===== config.mk =====
export PLATFORM = sky130hd
export DESIGN_NAME = fetch_unit_flat
export DESIGN_NICKNAME = d
export VERILOG_FILES = /design/src/rtl/fetch_unit_if.sv /design/src/rtl/fetch_unit.sv /design/src/flat_wrapper.sv
export SDC_FILE = /design/constraint.sdc
export NUM_CORES = 1
export LEC_CHECK = 0
export ABC_AREA = 1
export BUFFER_PORTS_ARGS = -buffer_cell sky130_fd_sc_hd__clkbuf_2
export CORE_UTILIZATION = 54
export DETAILED_ROUTE_END_ITERATION = 12
export PLACE_DENSITY = 0.75
export SLEW_MARGIN = 20
export SYNTH_ARGS = -nofsm -noshare
export SYNTH_HDL_FRONTEND = slang
export SYNTH_SLANG_ARGS = --single-unit

===== constraint.sdc =====
create_clock -name clk -period 9.6 [get_ports clk]
set_input_delay 2.4 -clock clk [delete_from_list [all_inputs] [get_ports clk]]
set_output_delay 2.4 -clock clk [all_outputs]
set_load 0.02 [all_outputs]

===== src/rtl/fetch_unit_if.sv =====
// Fetch-unit boundary bundle: predictor query, imem request/response, backend redirect and
// the fetch-queue head presented to decode. master = fetch unit, slave = its environment.
interface fetch_unit_if;
    logic [31:0] pred_pc;
    logic        pred_valid;
    logic        pred_taken;
    logic [31:0] pred_target;

    logic        imem_req_valid;
    logic        imem_req_ready;
    logic [31:0] imem_req_addr;
    logic        imem_resp_valid;
    logic [31:0] imem_resp_data;

    logic        redirect_valid;
    logic [31:0] redirect_pc;

    logic        fq_valid;
    logic        fq_ready;
    logic [31:0] fq_pc;
    logic [31:0] fq_instr;
    logic        fq_pred_taken;
    logic [31:0] fq_pred_target;

    modport master (
        output pred_pc,
        input  pred_valid, pred_taken, pred_target,
        output imem_req_valid, imem_req_addr,
        input  imem_req_ready, imem_resp_valid, imem_resp_data,
        input  redirect_valid, redirect_pc,
        output fq_valid, fq_pc, fq_instr, fq_pred_taken, fq_pred_target,
        input  fq_ready
    );

    modport slave (
        input  pred_pc,
        output pred_valid, pred_taken, pred_target,
        input  imem_req_valid, imem_req_addr,
        output imem_req_ready, imem_resp_valid, imem_resp_data,
        output redirect_valid, redirect_pc,
        input  fq_valid, fq_pc, fq_instr, fq_pred_taken, fq_pred_target,
        output fq_ready
    );
endinterface


===== src/rtl/fetch_unit.sv =====
// Front-end fetch stage: owns the fetch PC, issues credit-limited imem requests, tracks them in
// order and buffers returned instructions with their PC and prediction for decode.
module fetch_unit #(
    parameter logic [31:0] RESET_PC = 32'h0000_0000,
    parameter int unsigned FQ_DEPTH = 4,
    parameter int unsigned MAX_OUT  = 2
) (
    input logic          clk,
    input logic          rst,
    fetch_unit_if.master bus
);
    localparam int unsigned FQ_PW = (FQ_DEPTH > 1) ? $clog2(FQ_DEPTH) : 1;
    localparam int unsigned TR_PW = (MAX_OUT > 1) ? $clog2(MAX_OUT) : 1;
    localparam int unsigned CNT_W = $clog2(FQ_DEPTH + MAX_OUT + 1) + 1;

    logic [31:0]      pc_q, pc_d;
    logic [CNT_W-1:0] drop_q, drop_d;
    logic [CNT_W-1:0] tr_cnt_q, tr_cnt_d;
    logic [CNT_W-1:0] fq_cnt_q, fq_cnt_d;
    logic [TR_PW-1:0] tr_rd_q, tr_rd_d, tr_wr_q, tr_wr_d;
    logic [FQ_PW-1:0] fq_rd_q, fq_rd_d, fq_wr_q, fq_wr_d;

    logic [31:0] tr_pc_q     [MAX_OUT];
    logic        tr_taken_q  [MAX_OUT];
    logic [31:0] tr_target_q [MAX_OUT];

    logic [31:0] fq_pc_q     [FQ_DEPTH];
    logic [31:0] fq_instr_q  [FQ_DEPTH];
    logic        fq_taken_q  [FQ_DEPTH];
    logic [31:0] fq_target_q [FQ_DEPTH];

    logic pred_hit;
    logic can_issue;
    logic fire;
    logic resp_drop;
    logic resp_keep;
    logic fq_pop;

    function automatic logic [TR_PW-1:0] tr_inc(input logic [TR_PW-1:0] p);
        return (p == TR_PW'(MAX_OUT - 1)) ? '0 : p + 1'b1;
    endfunction

    function automatic logic [FQ_PW-1:0] fq_inc(input logic [FQ_PW-1:0] p);
        return (p == FQ_PW'(FQ_DEPTH - 1)) ? '0 : p + 1'b1;
    endfunction

    assign pred_hit = bus.pred_valid & bus.pred_taken;

    // Drop credits still occupy imem slots and FQ space until their stale beats return.
    always_comb begin
        can_issue = !rst && !bus.redirect_valid
                    && ((tr_cnt_q + drop_q + fq_cnt_q) < CNT_W'(FQ_DEPTH))
                    && ((tr_cnt_q + drop_q) < CNT_W'(MAX_OUT));
        fire      = can_issue && bus.imem_req_ready;
        resp_drop = bus.imem_resp_valid && (drop_q != '0);
        resp_keep = bus.imem_resp_valid && (drop_q == '0) && !bus.redirect_valid;
        fq_pop    = (fq_cnt_q != '0) && bus.fq_ready && !bus.redirect_valid;
    end

    always_comb begin
        pc_d     = pc_q;
        drop_d   = drop_q;
        tr_cnt_d = tr_cnt_q;
        tr_rd_d  = tr_rd_q;
        tr_wr_d  = tr_wr_q;
        fq_cnt_d = fq_cnt_q;
        fq_rd_d  = fq_rd_q;
        fq_wr_d  = fq_wr_q;
        if (bus.redirect_valid) begin
            // Everything in flight becomes stale; a beat landing now is one of those.
            pc_d     = bus.redirect_pc & ~32'h3;
            drop_d   = drop_q + tr_cnt_q - CNT_W'(bus.imem_resp_valid);
            tr_cnt_d = '0;
            tr_rd_d  = '0;
            tr_wr_d  = '0;
            fq_cnt_d = '0;
            fq_rd_d  = '0;
            fq_wr_d  = '0;
        end else begin
            if (fire) begin
                pc_d    = pred_hit ? (bus.pred_target & ~32'h3) : pc_q + 32'd4;
                tr_wr_d = tr_inc(tr_wr_q);
            end
            if (resp_drop) begin
                drop_d = drop_q - 1'b1;
            end
            if (resp_keep) begin
                tr_rd_d = tr_inc(tr_rd_q);
                fq_wr_d = fq_inc(fq_wr_q);
            end
            if (fq_pop) begin
                fq_rd_d = fq_inc(fq_rd_q);
            end
            tr_cnt_d = tr_cnt_q + CNT_W'(fire) - CNT_W'(resp_keep);
            fq_cnt_d = fq_cnt_q + CNT_W'(resp_keep) - CNT_W'(fq_pop);
        end
    end

    always_ff @(posedge clk) begin
        if (rst) begin
            pc_q     <= RESET_PC;
            drop_q   <= '0;
            tr_cnt_q <= '0;
            tr_rd_q  <= '0;
            tr_wr_q  <= '0;
            fq_cnt_q <= '0;
            fq_rd_q  <= '0;
            fq_wr_q  <= '0;
        end else begin
            pc_q     <= pc_d;
            drop_q   <= drop_d;
            tr_cnt_q <= tr_cnt_d;
            tr_rd_q  <= tr_rd_d;
            tr_wr_q  <= tr_wr_d;
            fq_cnt_q <= fq_cnt_d;
            fq_rd_q  <= fq_rd_d;
            fq_wr_q  <= fq_wr_d;
        end
    end

    // Payload storage needs no reset: occupancy counters qualify every read.
    always_ff @(posedge clk) begin
        if (fire) begin
            tr_pc_q[tr_wr_q]     <= pc_q;
            tr_taken_q[tr_wr_q]  <= pred_hit;
            tr_target_q[tr_wr_q] <= pred_hit ? bus.pred_target : 32'h0;
        end
        if (resp_keep && !rst) begin
            fq_pc_q[fq_wr_q]     <= tr_pc_q[tr_rd_q];
            fq_instr_q[fq_wr_q]  <= bus.imem_resp_data;
            fq_taken_q[fq_wr_q]  <= tr_taken_q[tr_rd_q];
            fq_target_q[fq_wr_q] <= tr_target_q[tr_rd_q];
        end
    end

    assign bus.pred_pc        = pc_q;
    assign bus.imem_req_valid = can_issue;
    assign bus.imem_req_addr  = pc_q;
    assign bus.fq_valid       = (fq_cnt_q != '0);
    assign bus.fq_pc          = fq_pc_q[fq_rd_q];
    assign bus.fq_instr       = fq_instr_q[fq_rd_q];
    assign bus.fq_pred_taken  = fq_taken_q[fq_rd_q];
    assign bus.fq_pred_target = fq_target_q[fq_rd_q];

    // A beat with nothing tracked and nothing to drop means the memory broke ordering.
    resp_has_owner: assert property (@(posedge clk) disable iff (rst)
        bus.imem_resp_valid |-> ((drop_q != '0) || (tr_cnt_q != '0)));
endmodule


===== src/flat_wrapper.sv =====
// flat-port wrapper written by rule: the top's interface ports become plain ports
module fetch_unit_flat 
#(
    parameter logic [31:0] RESET_PC = 32'h0000_0000,
    parameter int unsigned FQ_DEPTH = 4,
    parameter int unsigned MAX_OUT  = 2
)
  (clk, rst, bus_pred_pc, bus_pred_valid, bus_pred_taken, bus_pred_target, bus_imem_req_valid, bus_imem_req_addr, bus_imem_req_ready, bus_imem_resp_valid, bus_imem_resp_data, bus_redirect_valid, bus_redirect_pc, bus_fq_valid, bus_fq_pc, bus_fq_instr, bus_fq_pred_taken, bus_fq_pred_target, bus_fq_ready);
  fetch_unit_if bus_i ();
  input logic clk;
  input logic rst;
  output wire logic [$bits(bus_i.pred_pc)-1:0] bus_pred_pc;
  input wire logic [$bits(bus_i.pred_valid)-1:0] bus_pred_valid;
  input wire logic [$bits(bus_i.pred_taken)-1:0] bus_pred_taken;
  input wire logic [$bits(bus_i.pred_target)-1:0] bus_pred_target;
  output wire logic [$bits(bus_i.imem_req_valid)-1:0] bus_imem_req_valid;
  output wire logic [$bits(bus_i.imem_req_addr)-1:0] bus_imem_req_addr;
  input wire logic [$bits(bus_i.imem_req_ready)-1:0] bus_imem_req_ready;
  input wire logic [$bits(bus_i.imem_resp_valid)-1:0] bus_imem_resp_valid;
  input wire logic [$bits(bus_i.imem_resp_data)-1:0] bus_imem_resp_data;
  input wire logic [$bits(bus_i.redirect_valid)-1:0] bus_redirect_valid;
  input wire logic [$bits(bus_i.redirect_pc)-1:0] bus_redirect_pc;
  output wire logic [$bits(bus_i.fq_valid)-1:0] bus_fq_valid;
  output wire logic [$bits(bus_i.fq_pc)-1:0] bus_fq_pc;
  output wire logic [$bits(bus_i.fq_instr)-1:0] bus_fq_instr;
  output wire logic [$bits(bus_i.fq_pred_taken)-1:0] bus_fq_pred_taken;
  output wire logic [$bits(bus_i.fq_pred_target)-1:0] bus_fq_pred_target;
  input wire logic [$bits(bus_i.fq_ready)-1:0] bus_fq_ready;
  assign bus_pred_pc = bus_i.pred_pc;
  assign bus_i.pred_valid = bus_pred_valid;
  assign bus_i.pred_taken = bus_pred_taken;
  assign bus_i.pred_target = bus_pred_target;
  assign bus_imem_req_valid = bus_i.imem_req_valid;
  assign bus_imem_req_addr = bus_i.imem_req_addr;
  assign bus_i.imem_req_ready = bus_imem_req_ready;
  assign bus_i.imem_resp_valid = bus_imem_resp_valid;
  assign bus_i.imem_resp_data = bus_imem_resp_data;
  assign bus_i.redirect_valid = bus_redirect_valid;
  assign bus_i.redirect_pc = bus_redirect_pc;
  assign bus_fq_valid = bus_i.fq_valid;
  assign bus_fq_pc = bus_i.fq_pc;
  assign bus_fq_instr = bus_i.fq_instr;
  assign bus_fq_pred_taken = bus_i.fq_pred_taken;
  assign bus_fq_pred_target = bus_i.fq_pred_target;
  assign bus_i.fq_ready = bus_fq_ready;
  fetch_unit #(.RESET_PC(RESET_PC), .FQ_DEPTH(FQ_DEPTH), .MAX_OUT(MAX_OUT)) u_core (.clk(clk), .rst(rst), .bus(bus_i));
endmodule

==> results of run 1 <==
sequential cells by signal (all words and copies together), names as in the netlist, 4 cells and up, named ones only:
signal	count
u_core.fq_pc_q	128
u_core.drop_q	4
u_core.fq_taken_q	4
u_core.fq_instr_q	128
u_core.tr_target_q	64
u_core.tr_pc_q	64
u_core.tr_cnt_q	4
u_core.bus.imem_req_addr	32
u_core.fq_cnt_q	4
u_core.fq_target_q	128
per-layer routing:
metal  up-vias  global-route usage (%)
li1       7103                       -
met1      7468                    34.1
met2       591                    41.1
met3       114                    4.49
met4         4                    10.4
met5         -                       0
cells by family after synthesis:
| kind of cell | after synthesis | share of synthesized area, % |
|---|---|---|
| XOR/XNOR | 8 | 0.333 |
| multiplexers | 65 | 3.14 |
| AO/OA/AOI/OAI | 364 | 8.74 |
| flip-flops | 571 | 71.3 |
| adder cells (fa/ha/maj) | 26 | 1.49 |
| AND/OR/NAND/NOR | 616 | 10.5 |
| buffers and inverters | 240 | 4.54 |
power by group through the flow:
| stage | Sequential (mW) | Clock [mW] | Combinational [mW] |
|---|---|---|---|
| final | 2.80 | 2.10 | 0.331 |
| after global routing | 2.81 | 2.22 | 0.360 |
| after CTS | 2.80 | 2.13 | 0.331 |
| after detailed placement | 2.86 | 0 | 0.329 |
| after global placement | 2.85 | 0 | 0.322 |
| after floorplan | 2.85 | 0 | 0.213 |
cell usage after synthesis:
library cell / number
a211oi_1: 4
a21oi_1: 22
a21oi_2: 14
a31oi_1: 1
buf_1: 2
buf_2: 5
buf_4: 32
buf_6: 4
clkbuf_1: 80
clkinv_1: 1
clkinv_2: 1
dfxtp_1: 53
edfxtp_1: 518
fa_1: 3
ha_1: 23
inv_1: 115
mux2_2: 65
nand2_1: 205
nand2_2: 2
nand3_1: 75
nand3_2: 1
nand3b_1: 1
nand4_1: 2
nor2_1: 327
nor2_2: 1
nor2_4: 1
nor3b_1: 1
o211a_1: 1
o21a_1: 1
o21ai_0: 215
o21bai_1: 8
o221ai_1: 1
o22ai_1: 97
xnor2_1: 2
xnor2_2: 1
xor2_1: 5
final cells by class:
cell class,count,area share [%]
clock inverter,37,1.20
sequential,571,62.3
clock buffer,66,5.40
multi-input combinational,1079,21.3
inverter,117,1.66
timing repair buffer,279,5.58
tap,539,2.53
worst max-delay path, cell delays in order:
cell and delay, ns:
clkbuf_2 0.08, buf_4 0.34, clkinv_2 0.53, nand2_1 0.68, a21oi_2 0.06, nand2_2 0.12, nor2_4 0.05, nand2_1 0.06
inv_1 0.03, clkbuf_2 0.14
worst max-delay path by stage:
stage,from,end
5_1_grt,rst,bus_imem_req_valid
3_5_place_dp,bus_redirect_valid,bus_imem_req_valid
4_1_cts,bus_redirect_valid,bus_imem_req_valid
3_3_place_gp,bus_redirect_valid,bus_imem_req_valid
2_1_floorplan,bus_redirect_valid,u_core.fq_instr_q[0][0]$_DFFE_PP_
6_report,bus_redirect_valid,bus_imem_req_valid
==> summary.md, run 1 <==
| Metric | Value |
|---|---|
| Worst Setup Start Kind | input port |
| WHS | ~0.52 ns |
| Most common cell after layout, fill and taps aside | edfxtp_1 |
| Cts bufs inserted | 55 |
| Placed insts | 2585 |
| Worst Path Required | 7.20 ns |
| First-pass GRT wire length | about 84000 um |
| R2r startpoint | u_core.tr_cnt_q[1]$_SDFF_PP0_ |
| DR WL met2 | about 27000 um |
| R2r setup slk | ~5.6 ns |
| Syn Nets | 2020 |
| Initial core utilization | approximately 55% |
| Syn Inst Count | 1890 |
| Static Leak | ~9.8 nW |
| Root Driver | clkbuf_16 |
| Number of global-route vias before repair | about 15000 |
| Row cnt | 75 |
| Multi-input gate area | 5680 um2 |
| Routed wire length | 56800 um |
| Metal3 WL | approximately 4000 um |
| Max-Cap Viols | 0 |
| Final setup violation count | 0 |
| Final min period | between 6 and 7 ns |
| Pre-CTS setup slack | 2.74 ns |
| Clk slew on worst S/H paths | 0.06 ns |
| Seq/Total Area, Yosys | 71.3% |
| Synth top area cells | edfxtp_1 67%, nor2_1 5.3%, o21ai_0 4.6%, dfxtp_1 4.6%, nand2_1 3.3% |
| Slew Limit Fails | 0 |
| FF/Latch Area | between 15000 and 20000 um2 |
| Reg2reg path depth | 19 |
| RSZ-0062 raised after global routing | false |
| GRT Residual Overflow | 0 |
| DR top layer | met5 |
| Synthesis-stage register bit count | ~570 |
| Syn avg cell area | about 12 um2 |
| Cts repair resizes | 0 |
| Core area | roughly 42000 um2 |
| Min-Delay Path Class | flop to flop |
| Least-Margin Pin Slew | between 1 and 1.5 ns |
| Largest net degree at the start of global routing | a little over 100 |
| Worst path arrival time | between 4 and 5 ns |
| Clk_skew | around 0.016 ns |
| Cell taking the most area after synthesis | edfxtp_1 |
| # hold bufs at CTS | 0 |
| Antenna violations before repair | 3 |
| NetSw | between 1 and 1.5 mW |
| Total power | between 5 and 6 mW |
| GRT Resource Usage Total | approximately 25% |
| Peak supply drop | roughly 0.00012 V |
| Synth top area share | roughly 67% |
| Placed wire-length estimate | around 34000 um |
| CP Max Fanout | 34 |
| Die area | 44000 um2 |
| DRC | 0 |
| WL per Instance | around 21 um |
| Switching share of power | 22.2% |
| Clock share of power | between 40% and 50% |
| Fmax | between 100 and 150 MHz |
| Antenna Violating Nets Remaining | 0 |
| Final Cycle Share | 72.1% |
| Yosys Warn Count | 0 |
| Final Instance Area | 26700 um2 |
| Fill cell count | 3136 |
| # diodes | 0 |
| Setup total negative slack | 0 ns |
| Status | completed |
| H-tree depth | 2 |
| Sequential Power Share | a little over half |
| Post-CTS setup buffer count | 0 |
| Final GP Congestion | a little over 0.9 |
| Worst r2r dst | u_core.tr_cnt_q[3]$_SDFF_PP0_ |
| Die Ht | 210 um |
| Die outline width | ~210 um |
| Iter 0 DRT Violations | 1407 |
| Pre-antenna DRT Iters | 6 |
| Commonest non-fill, non-tap cells in the layout | 518 x edfxtp_1, 321 x nor2_1, 264 x clkbuf_2 |
| IO Port Bufs | 264 |
| Relative slew slack | 31.1% |
| Ratio of cells with drive above 1 in the final layout | a little over a fifth |
| Pwr Density | slightly below 200 nW/um2 |
| Min-Delay Path Depth | 2 |
| Number of distinct library cells after synthesis | 36 |
| Cell Area, Synth | 23300 um2 |
| Nets | between 2000 and 2500 |
| Area Growth Syn to Fin | 14.4% |
| Via density | roughly 5.7 |
| Metal-1 WL | about 24000 um |
| Final core utilization | between 60% and 70% |
| Endpoint type of the worst setup path | output port |
| Int Pwr | just over 4 mW |
| Top-Level Pins | between 200 and 300 |
| Setup WS post-layout | 2.67 ns |
| Fin cells | ~2700 |
| Clk sinks | 571 |
| CP Class | input port to output port |
| Combinational power share | between 6 and 7% |
| Clock latency on the worst-skew pair | about 0.61 ns |
| CTS max path bufs | 3 |
| Final hold violations | 0 |
| Placed instance area | 24900 um2 |
| Origin of the worst min-delay path | u_core.tr_rd_q$_SDFFE_PP0P_ |
| TritonCTS clock tree | done |
| Via Count | ~15000 |
Power figures use the tool's default switching activity.
==> run 2, diff against run 1 <==
- ABC_AREA: 1 -> 0
- CORE_UTILIZATION: 54 -> 52
- clock period: 9.6 -> 6.31 ns (I/O delays scaled with it)
==> run 2 against run 1 <==
  * Critical path depth did not move
  * Combinational power grew 79%
  * Synthesized area decreased by 3.6%
  * Setup slack worse by 1.6 ns
  * Global-route usage shrank 2.7 points
  * Clock skew is 0.0057 ns lower
  * Cell count fell by 23%
  * Via count down 22%
  * Count of clock-buffer cells in the layout is 6 higher
==> summary.md, run 2 <==
| Metric | Value |
|---|---|
| Crit-path cells | ha_1 -> inv_1 -> fa_1 -> xor2_1 -> inv_1 -> ha_1 -> or3_1 -> a2111oi_4 -> and2_1 -> clkbuf_2 |
| Commonest non-fill, non-tap cells in the layout | 518 x edfxtp_1, 264 x clkbuf_2, 97 x mux4_2 |
| Most frequent cells after synthesis | 518 x edfxtp_1, 97 x mux4_2, 66 x mux2_2 |
| Syn Inst Count | around 1200 |
| Relative slew slack | around a third |
| Synthesis-stage register bit count | about 570 |
| Final min period | 5.19 ns |
| Pwr Density | between 300 and 400 nW/um2 |
| Initial core utilization | around 53% |
| # diodes | 0 |
| Worst Path Required | roughly 4.7 ns |
| Number of distinct library cells after synthesis | 54 |
| Placed insts | just under 2000 |
| Min-Delay Path Class | flop to flop |
| Pre-antenna DRT Iters | 6 |
| H-tree depth | 2 |
| Crit path buf inv count | 3 |
| Clock share of power | approximately two fifths |
| Top-Level Pins | 267 |
| Metal-1 WL | approximately 21000 um |
| CP peak stage delay | roughly 0.50 ns |
| CP Class | flop to output port |
| Row cnt | 75 |
| Largest net degree at the start of global routing | 72 |
| DR top layer | met5 |
| NetSw | ~1.8 mW |
| Iter 0 DRT Violations | 1078 |
| Fin cells | 2070 |
| Top Registers | u_core.fq_instr_q x128, u_core.fq_pc_q x128, u_core.fq_target_q x128 |
| Post-synth EDFFs | 518 |
| Worst Setup Start Kind | flop |
| Seq/Total Area, Yosys | ~74% |
| Slew Limit Fails | 0 |
| Routed wire length | 49500 um |
| Yosys Warn Count | 0 |
| Cell taking the most area after synthesis | edfxtp_1 |
| Synth top area cells | edfxtp_1 69%, mux4_2 9.7%, dfxtp_1 4.7%, mux2_2 3.3%, ha_1 1.3% |
| Area Growth Syn to Fin | 15.6% |
| Switching share of power | between 20% and 30% |
| Combinational power share | about 7.4% |
| Root Driver | clkbuf_16 |
| Die area | between 40000 and 50000 um2 |
| Clk sinks | between 500 and 600 |
| Cts bufs inserted | 55 |
| First-pass GRT wire length | ~73000 um |
| WHS | about 0.48 ns |
| Antenna violations before repair | 3 |
| Syn avg cell area | roughly 19 um2 |
| Placed wire-length estimate | 31300 um |
| Final setup violation count | 0 |
| Max-Cap Viols | 0 |
| Cell class contributing the biggest share of worst-path delay | adder cells |
| Clk_skew | ~0.01 ns |
| Endpoint type of the worst setup path | output port |
| Fmax | between 150 and 200 MHz |
| # hold bufs at CTS | 0 |
| Clock latency on the worst-skew pair | about 0.6 ns |
| Worst path arrival time | roughly 3.6 ns |
| Final GP Congestion | approximately 0.87 |
| TritonCTS clock tree | done |
| Sequential Power Share | a little over half |
| Synth top area share | ~70% |
| CTS max path bufs | 3 |
| RSZ-0062 raised after global routing | false |
| Final Cycle Share | 82.3% |
| Metal3 WL | between 3000 and 4000 um |
| IO Port Bufs | around 260 |
| Nets | between 1500 and 2000 |
| Die Ht | 210 um |
| Ys async rst share | 0% |
| Critical path's slowest cell | a2111oi_4 |
| Setup total negative slack | 0 ns |
| Most common cell after layout, fill and taps aside | edfxtp_1 |
| CP Max Fanout | 4 |
| Static Leak | 8.96 nW |
| Most common cell in the netlist | edfxtp_1 |
| Cts repair resizes | 0 |
| GRT Resource Usage Total | between 20% and 30% |
| Number of global-route vias before repair | 11700 |
| Via density | just under 6 |
| DRC | 0 |
| Least-Margin Pin Slew | approximately 1.0 ns |
| Antenna Violating Nets Remaining | 0 |
| Die outline width | 210 um |
| WL per Instance | roughly 24 um |
| Post-CTS setup buffer count | 0 |
| DR WL met2 | 23500 um |
| Syn Nets | ~1300 |
| Int Pwr | just over 6 mW |
| Most used DFF post-synth | edfxtp_1 |
| Status | completed |
| Cell Area, Synth | ~22000 um2 |
| Peak supply drop | between 0.00015 and 0.0002 V |
| Ratio of cells with drive above 1 in the final layout | a little over a third |
| GRT Residual Overflow | 0 |
| Core area | between 40000 and 50000 um2 |
| Final hold violations | 0 |
| Via Count | 11900 |
| Clk slew on worst S/H paths | approximately 0.06 ns |
## run 2: cell count changes after synthesis, moves of 61 or more
| cell | delta |
|---|---|
| mux4_2 | +97 |
| nand3_1 | -61 |
| nand2_1 | -171 |
| o21ai_0 | -194 |
| inv_1 | -90 |
| nor2_1 | -286 |
| o22ai_1 | -94 |
## run 2: worst min-delay path: stages, from the launching register on
cell	delay, ns
dfxtp_1	0.32
nand2_1	0.06
a21oi_1	0.06
## run 2: area by class of cell
cell class / count / area [um2]
clock inverters: 26 / 201
flip-flops and latches: 571 / 16600
multi-input cells: 515 / 5310
inverters: 27 / 101
clock buffers: 72 / 1470
well taps: 577 / 722
fillers: 3055 / 16400
repair buffers: 282 / 1530
## run 2: routing by layer
metal | GRT usage (%) | up-vias
li1 | - | 5246
met1 | 32.0 | 6117
met2 | 35.7 | 508
met3 | 4.80 | 71
met4 | 6.47 | 2
met5 | 0 | -
## run 2: cells by family after synthesis
logic type / share of synthesized area (%)
mux: 13.1
compound gates: 3.18
simple gates: 4.26
fa+ha+maj: 1.55
flops: 74.0
xor+xnor: 1.44
buf+inv: 2.53
## run 2: worst paths after layout
check                                 start                       endpoint  slack (ns)  cells past startpoint
max           u_core.drop_q[0]$_SDFFE_PP0P_             bus_imem_req_valid        1.12                     10
min          u_core.fq_rd_q[1]$_SDFFE_PP0P_                           flop        0.48                      2
max reg2reg   u_core.drop_q[0]$_SDFFE_PP0P_  u_core.tr_cnt_q[2]$_SDFF_PP0_        1.90                     16
min reg2reg  u_core.fq_rd_q[1]$_SDFFE_PP0P_                           flop        0.48                      2
## run 2: power groups by stage
stage,logic [mW],clock network [mW],registers [mW]
global route,0.642,3.27,4.33
global placement,0.578,0,4.40
finish,0.594,3.07,4.33
floorplan,0.401,0,4.38
detailed placement,0.594,0,4.41
CTS,0.597,3.13,4.33
## run 2: through the flow
stage | instance area [um2] | utilization, % | setup slack (ns) | power, mW
2_1_floorplan | 22500 | - | 0.187 | 4.78
3_3_place_gp | 24300 | 57.4 | 1.82 | 4.98
3_5_place_dp | 24300 | 57.4 | 1.76 | 5.00
4_1_cts | 26000 | 61.4 | 1.10 | 8.06
5_1_grt | 26000 | 61.4 | 0.938 | 8.24
6_report | 26000 | 61.4 | 1.12 | 7.99
==> run 3, diff against run 2 <==
- clock period: 6.31 -> 4.75 ns (I/O delays scaled with it)
==> run 3 against run 2 <==
  * Clock skew rose by 0.011 ns
  * Register-to-register slack got worse by 1.2 ns
  * Cell count rose by 0.68%
  * Largest power group unchanged
  * Non-clock buffer count rose by 9
  * Critical path depth did not move
  * Final area rose by 0.81%
  * Worst hold slack improved by 0.0096 ns
  * Clock power rose by 39%
  * Flip-flop and latch count did not move
  * Count of clock-buffer cells in the layout rose by 4
==> summary.md, run 3 (synthesis gave the netlist of run 2 again) <==
| Metric | Value |
|---|---|
| Commonest non-fill, non-tap cells in the layout | 518 x edfxtp_1, 263 x clkbuf_2, 97 x mux4_2 |
| Fmax | around 220 MHz |
| Ratio of cells with drive above 1 in the final layout | ~37% |
| CTS max path bufs | 3 |
| Root Driver | clkbuf_16 |
| Cts bufs inserted | 56 |
| Area Growth Syn to Fin | 16.5% |
| TritonCTS clock tree | done |
| Fill cell count | just over 3000 |
| Largest net degree at the start of global routing | 66 |
| Die outline width | 210 um |
| Core area | 42300 um2 |
| Most common cell after layout, fill and taps aside | edfxtp_1 |
| Min-Delay Path Class | flop to flop |
| Iter 0 DRT Violations | approximately 1100 |
| Worst Setup Start Kind | flop |
| Final Cycle Share | a little over nine tenths |
| Worst Path Required | 3.56 ns |
| Via density | 5.70 |
| Clock latency on the worst-skew pair | about 0.59 ns |
| Antenna violations before repair | 3 |
| Fin cells | 2084 |
| Via Count | 11900 |
| Metal-1 WL | a little over 20000 um |
| Top Registers | u_core.fq_instr_q x128, u_core.fq_pc_q x128, u_core.fq_target_q x128 |
| DR top layer | met5 |
| Max-Cap Viols | 0 |
| Die Ht | between 200 and 250 um |
| CP Max Fanout | 4 |
| GRT Resource Usage Total | 22.6% |
| Clk sinks | 571 |
| DR WL met2 | around 24000 um |
| Combinational power share | approximately 7.5% |
| Clock share of power | about two fifths |
| Pre-CTS setup slack | 0.597 ns |
| Int Pwr | roughly 8.4 mW |
| Placed insts | 1980 |
| Final min period | 4.62 ns |
| FF/Latch Area | between 15000 and 20000 um2 |
| Nets | 1592 |
| Switching share of power | between 20% and 30% |
| GRT Residual Overflow | 0 |
| Multi-input gate area | ~5300 um2 |
| WL per Instance | ~24 um |
| Static Leak | 9.04 nW |
| Routed wire length | 49600 um |
| Relative slew slack | 32.0% |
| Status | completed |
| Number of global-route vias before repair | between 10000 and 15000 |
| NetSw | 2.39 mW |
| Metal3 WL | roughly 3900 um |
| Clk_skew | between 0.02 and 0.025 ns |
| Endpoint type of the worst setup path | output port |
| Placed wire-length estimate | between 30000 and 40000 um |
| Final hold violations | 0 |
| Clk slew on worst S/H paths | about 0.060 ns |
| Pre-antenna DRT Iters | 6 |
| Antenna Violating Nets Remaining | 0 |
| Worst path arrival time | 3.44 ns |
| Final setup violation count | 0 |
| IO Port Bufs | ~260 |
| First-pass GRT wire length | roughly 73000 um |
| Die area | roughly 44000 um2 |
| Peak supply drop | approximately 0.00027 V |
| Slew Limit Fails | 0 |
| Row cnt | 75 |
| DRC | 0 |
| CP Class | flop to output port |
| Initial core utilization | a little over half |
| Sequential Power Share | between 50 and 60% |
| Pwr Density | around 410 nW/um2 |
| Final GP Congestion | 0.867 |
| H-tree depth | 2 |
| # diodes | 0 |
| Top-Level Pins | about 270 |
| Least-Margin Pin Slew | 1.02 ns |
| Setup WS post-layout | ~0.13 ns |
[run 3: repair_timing]
action,4_1_cts,5_1_grt
pin swaps,1,2
setup buffers,0,1
setup endpoints to repair,1,1
hold buffers,0,0
gates resized for setup,0,8
[run 3: layer usage]
metal	up-vias	GRT usage (%)
met3	76	5.07
met1	6024	31.4
met2	508	36.3
met5	-	0
met4	4	6.54
li1	5272	-
[run 3: area by class of cell]
cell class | instances | share of cell area (%)
flip-flops and latches | 571 | 63.5
multi-input cells | 515 | 20.4
repair buffers | 291 | 6.26
clock buffers | 76 | 5.72
well taps | 577 | 2.76
clock inverters | 27 | 0.989
inverters | 27 | 0.387
[run 3: metrics by stage]
step / total power, mW / hold WS, ns / utilization, % / TNS [ns] / instance area [um2]
finish: 10.8 / 0.489 / 61.9 / 0 / 26200
global route: 11.2 / 0.536 / 61.9 / -0.0127 / 26200
CTS: 10.9 / 0.489 / 61.8 / 0 / 26200
detailed placement: 6.64 / 0.475 / 57.6 / 0 / 24400
global placement: 6.62 / 0.468 / 57.6 / 0 / 24400
floorplan: 6.34 / 0.454 / - / 0 / 22500
[run 3: power groups by stage]
stage	combinational [mW]	clock (mW)	sequential, mW
floorplan	0.534	0	5.81
global placement	0.783	0	5.84
detailed placement	0.800	0	5.84
CTS	0.807	4.32	5.74
global route	0.882	4.52	5.75
finish	0.814	4.26	5.74
[run 3: critical path: stages (launching register included)]
cell	delay (ns)
dfxtp_2	0.37
ha_1	0.17
inv_1	0.06
fa_2	0.58
inv_2	0.07
ha_1	0.27
a31o_2	0.21
or3_4	0.37
a2111oi_4	0.42
and2_1	0.18
buf_4	0.14
[run 3: final timing paths]
kind                                  start                             to  slack (ns)  cells past startpoint
min reg2reg  u_core.fq_rd_q[1]$_SDFFE_PP0P_                           flop        0.49                      2
min          u_core.fq_rd_q[1]$_SDFFE_PP0P_                           flop        0.49                      2
max reg2reg   u_core.drop_q[0]$_SDFFE_PP0P_  u_core.tr_cnt_q[2]$_SDFF_PP0_        0.74                     15
max           u_core.drop_q[0]$_SDFFE_PP0P_             bus_imem_req_valid        0.13                     10
